===== src/rtl/ram512_dma_engine.sv =====
// Block-move engine in front of the 512x16 RAM bank: one command either fills
// consecutive words from a write stream or dumps them to a read stream.
//
// state   | meaning
// S_IDLE  | waiting for a command, cmd_ready high
// S_WRITE | streaming wr_data into RAM, one word per wr_valid beat
// S_READ  | streaming RAM words out through the rd_data register
// S_DONE  | one-cycle done pulse, then back to idle
module ram512_dma_engine #(
  parameter int AW = 9,
  parameter int DW = 16,
  parameter int LW = 10
) (
  input  logic          clk_i,
  input  logic          reset_i,
  input  logic          cmd_valid_i,
  output logic          cmd_ready_o,
  input  logic          cmd_write_i,
  input  logic [AW-1:0] cmd_base_i,
  input  logic [LW-1:0] cmd_len_i,
  input  logic [DW-1:0] wr_data_i,
  input  logic          wr_valid_i,
  output logic          wr_ready_o,
  output logic [DW-1:0] rd_data_o,
  output logic          rd_valid_o,
  input  logic          rd_ready_i,
  output logic          busy_o,
  output logic          done_o,
  output logic [DW-1:0] ram_in_o,
  output logic [AW-1:0] ram_address_o,
  output logic          ram_load_o,
  input  logic [DW-1:0] ram_out_i
);

  typedef enum logic [1:0] {
    S_IDLE  = 2'd0,
    S_WRITE = 2'd1,
    S_READ  = 2'd2,
    S_DONE  = 2'd3
  } state_t;

  state_t        state_q, state_d;
  logic [AW-1:0] addr_q, addr_d;
  logic [LW-1:0] rem_q, rem_d;
  logic          rd_valid_q, rd_valid_d;
  logic [DW-1:0] rd_data_q, rd_data_d;

  assign ram_in_o      = wr_data_i;
  assign ram_address_o = addr_q;
  assign rd_data_o     = rd_data_q;
  assign rd_valid_o    = rd_valid_q;

  always_ff @(posedge clk_i) begin
    if (reset_i) begin
      state_q    <= S_IDLE;
      addr_q     <= '0;
      rem_q      <= '0;
      rd_valid_q <= 1'b0;
      rd_data_q  <= '0;
    end else begin
      state_q    <= state_d;
      addr_q     <= addr_d;
      rem_q      <= rem_d;
      rd_valid_q <= rd_valid_d;
      rd_data_q  <= rd_data_d;
    end
  end

  always_comb begin
    state_d     = state_q;
    addr_d      = addr_q;
    rem_d       = rem_q;
    rd_valid_d  = rd_valid_q;
    rd_data_d   = rd_data_q;
    cmd_ready_o = 1'b0;
    wr_ready_o  = 1'b0;
    ram_load_o  = 1'b0;
    busy_o      = 1'b1;
    done_o      = 1'b0;

    case (state_q)
      S_IDLE: begin
        cmd_ready_o = 1'b1;
        busy_o      = 1'b0;
        if (cmd_valid_i) begin
          addr_d = cmd_base_i;
          rem_d  = cmd_len_i;
          if (cmd_len_i == '0)
            state_d = S_DONE;
          else if (cmd_write_i)
            state_d = S_WRITE;
          else
            state_d = S_READ;
        end
      end

      S_WRITE: begin
        wr_ready_o = 1'b1;
        // Reset gates the strobe so an abandoned beat never reaches the RAM.
        ram_load_o = wr_valid_i & ~reset_i;
        if (wr_valid_i) begin
          addr_d = addr_q + AW'(1);
          rem_d  = rem_q - LW'(1);
          if (rem_q == LW'(1))
            state_d = S_DONE;
        end
      end

      S_READ: begin
        if (!rd_valid_q || rd_ready_i) begin
          if (rem_q != '0) begin
            rd_data_d  = ram_out_i;
            rd_valid_d = 1'b1;
            addr_d     = addr_q + AW'(1);
            rem_d      = rem_q - LW'(1);
          end else begin
            rd_valid_d = 1'b0;
          end
        end
        if (rem_q == '0 && rd_valid_q && rd_ready_i)
          state_d = S_DONE;
      end

      S_DONE: begin
        done_o  = 1'b1;
        state_d = S_IDLE;
      end

      default: state_d = S_IDLE;
    endcase
  end

endmodule


===== config.mk =====
export PLATFORM = sky130hd
export DESIGN_NAME = ram512_dma_engine
export DESIGN_NICKNAME = d
export VERILOG_FILES = /design/src/rtl/ram512_dma_engine.sv
export SDC_FILE = /design/constraint.sdc
export NUM_CORES = 1
export LEC_CHECK = 0
export ABC_AREA = 1
export ABC_CLOCK_PERIOD_IN_PS = 2150
export CAP_MARGIN = 20
export CORE_UTILIZATION = 42
export CTS_CLUSTER_SIZE = 40
export DETAILED_ROUTE_END_ITERATION = 10
export PLACE_DENSITY = 0.8
export SLEW_MARGIN = 10
export SYNTH_ARGS = -nofsm -noshare
export SYNTH_HDL_FRONTEND = slang
export SYNTH_SLANG_ARGS = --single-unit

===== constraint.sdc =====
create_clock -name clk_i -period 2.15 [get_ports clk_i]
set_clock_uncertainty 0.15 [all_clocks]
set_input_delay 0.5375 -clock clk_i [delete_from_list [all_inputs] [get_ports clk_i]]
set_output_delay 0.5375 -clock clk_i [all_outputs]
set_load 0.01 [all_outputs]

==> flow_metrics.py <==
metrics = {
    "timing": {
        "finalHoldViolCount": 0,
        "tightest_slew_ns": 0.266,
        "clock.fmax_mhz": 478,
        "fin_crit_sh_pct": 97.2,
        "relSlewSlack_pct": 82.2,
        "whs_ns": 0.340,
        "setup_viol": 0,
        "finalMaxSlewViolations": 0,
        "tns_ns": 0,
        "period_minus_slack_ns": 2.09,
        "rsz0062_at_grt": "no",
    },
    "logic_synthesis": {
        "synth_xor_xnor_area_share_pct": 1.13,
        "synth_top_area_share_pct": 32.7,
        "synth_nets": 430,
        "synth-seq-cells": 38,
        "synth_fa_ha_area_share_pct": 4.31,
        "synth_flop_cell": "dfxtp_1",
        "yosysWarnings": 0,
        "syn_inst": 365,
        "synth-compound-area-share_pct": 9.42,
        "async_reset_ff_share_pct": 0,
        "netlist_area_um2": 2320,
        "synth_area_leaders": "dfxtp_1 33%, nand2_1 16%, nor2_1 13%, nand3_1 6.0%, buf_4 5.5%",
        "synth_top_family_by_area": "simple AND/OR/NAND/NOR gates",
        "synth_most_common_cell": "nand2_1",
        "muxShareOfSynthArea_pct": 0,
        "synthSimpleGateAreaFrac_pct": 39.7,
        "avgSynthCellArea_um2": 6.37,
        "yosysTopAreaCell": "dfxtp_1",
        "seq_area_frac_synth_pct": 32.7,
        "synth-edff-count": 0,
        "ys_top_cells_by_count": "96 x nand2_1, 79 x nor2_1, 38 x dfxtp_1",
        "synth.distinct_cells": 28,
    },
    "global_route": {
        "first_global_vias": 2249,
        "grt_max_degree": 28,
        "gr-usage-all-layers_pct": 21.4,
        "gr-total-overflow": 0,
        "grt_pass1_wl_um": 10100,
        "antenna_found_initial": 0,
    },
    "clocking": {
        "cts_root_buf": "clkbuf_8",
        "cts.clk_slew.worst_paths_ns": 0.07,
        "cts_tree": "done",
        "htree_levels": 2,
        "clock_latency_ns": 0.29,
        "clk_path_buf_depth": 2,
        "holdBufCountCts": 0,
        "cts_made_buffers": 5,
        "cts.sinks": 38,
    },
    "placed_design": {
        "hpwl_um": 4340,
        "placed_area_um2": 3020,
        "gp_congestion": 0.796,
        "port_buffers": 71,
    },
    "cells_and_area": {
        "final_area_um2": 3170,
        "seq_area_um2": 762,
        "fin_nets": 491,
        "areaGrowthSynthToFinish_pct": 36.6,
        "n_antenna_cell": 0,
        "fin_util_pct": 61.0,
        "num-fill-cells": 489,
        "multi_input_area_um2": 1280,
        "drive_gt1_share_pct": 8.43,
    },
    "detailed_routing": {
        "drc": 0,
        "routed_via_density": 4.80,
        "firstDrtPassIters": 4,
        "dr.first_iter.drc_count": 110,
        "routedWlPerCell_um": 12.0,
        "ant_nets": 0,
        "vias": 2384,
        "wl_um": 5960,
    },
    "floorplanning": {
        "die_area_um2": 5830,
        "ioPinCount": 104,
        "die_width_um": 76.4,
        "rows": 26,
        "start_util_pct": 44.6,
        "die_y_um": 76.4,
        "coreArea_um2": 5200,
    },
    "hold_path": {
        "hold_path_class": "flip-flop to flip-flop",
    },
    "outcome": {
        "outcome": "finished, final reports clean",
    },
    "pwr": {
        "ir_worst_vdd_uv": 1130,
        "p_leak_nw": 1.44,
        "total_power_mw": 4.96,
        "p_per_area_nw_per_um2": 1560,
    },
    "worst_setup_path": {
        "arrival_ns": 1.40,
        "cp-end-kind": "primary output",
        "crit_type": "input port to primary output",
        "required_ns": 1.46,
        "worstPathMaxFanout": 2,
        "crit_path_start_kind": "input port",
    },
    "flow_run": {
        "cap_violations": 0,
    },
}
==> state kept, by name (all words and copies together) (netlist names) <==
| register | cells |
|---|---|
| ram_address_o | 9 |
| rd_data_o | 16 |
| rd_valid_o | 1 |
| rem_q | 10 |
| state_q | 2 |
==> metal layers <==
metal	global-route usage [%]	part of all wire, %	vias up	wire length (um)
li1	-	-	1249	-
met1	26.7	46	1078	2770
met2	36.4	49	42	2910
met3	3.71	3.2	15	190
met4	8.46	1.6	0	97
met5	0	0	-	0
==> where the power goes <==
group | switching (mW) | internal [mW] | leakage, nW | total, mW
sequential | 0.247 | 1.01 | 0.314 | 1.25
combinational | 1.70 | 1.25 | 1.05 | 2.95
clock | 0.266 | 0.495 | 0.0714 | 0.761
total | 2.21 | 2.75 | 1.44 | 4.96
==> placed cells by master (no fill, tap or decap) <==
cell and count:
nand3_1 28, bufinv_16 2, dfxtp_1 37, xor2_1 3
inv_2 2, nor2_4 2, clkbuf_8 6, o21ai_1 2
nor3_1 1, buf_4 12, dlymetal6s2s_1 1, o21ai_0 23
ha_4 1, nand2_8 1, nand2_2 3, nand3_2 1
clkdlybuf4s50_1 67, dfxtp_2 1, ha_1 7, nand2_1 96
or2_2 2, nor2_1 79, nand3b_1 1, dlygate4sd2_1 3
nand2_4 1, o22ai_1 1, inv_1 25, a21oi_2 2
nand4_1 3, a21oi_1 14
==> final timing paths <==
| check | start | to | slack (ns) | cells past startpoint |
|---|---|---|---|---|
| worst max-delay path | wr_valid_i | ram_load_o | 0.06 | 4 |
| worst min register to register | rd_data_o[14] | rd_data_o[14] | 0.34 | 2 |
| worst max register to register | rem_q[0] | rem_q[3] | 0.27 | 10 |
| worst min-delay path | rd_data_o[14] | rd_data_o[14] | 0.34 | 2 |
==> critical path: stages <==
cell and delay (ns):
clkdlybuf4s50_1 0.48, nand2_1 0.05, nor2_1 0.07, dlygate4sd2_1 0.26
==> cell families after synthesis <==
family | Yosys count
adders and majority gates | 8
DFF | 38
buffers and inverters | 56
xor gates and xnor gates | 3
AOI/OAI and AO/OA | 42
and+or+nand+nor | 218
==> final cells by class <==
type	count	area share (%)
Multi-Input combinational cell	271	40.4
Timing Repair Buffer	83	25.2
Sequential cell	38	24.0
Inverter	27	3.19
Tap cell	70	2.76
Clock buffer	6	2.60
Clock inverter	2	1.89
==> timing repair <==
action | 4_1_cts | 5_1_grt
gates resized for setup | 7 | 1
buffers inserted | 0 | 0
setup endpoints to repair | 4 | 1
==> stage by stage <==
step | std cells | setup WS, ns
detailed placement | 489 | -0.229
global placement | 489 | -0.216
CTS | 497 | 0.0211
global route | 497 | 0.00768
finish | 497 | 0.0592
floorplan | 365 | 0.262
No activity file was read; power rests on OpenSTA's default activity.
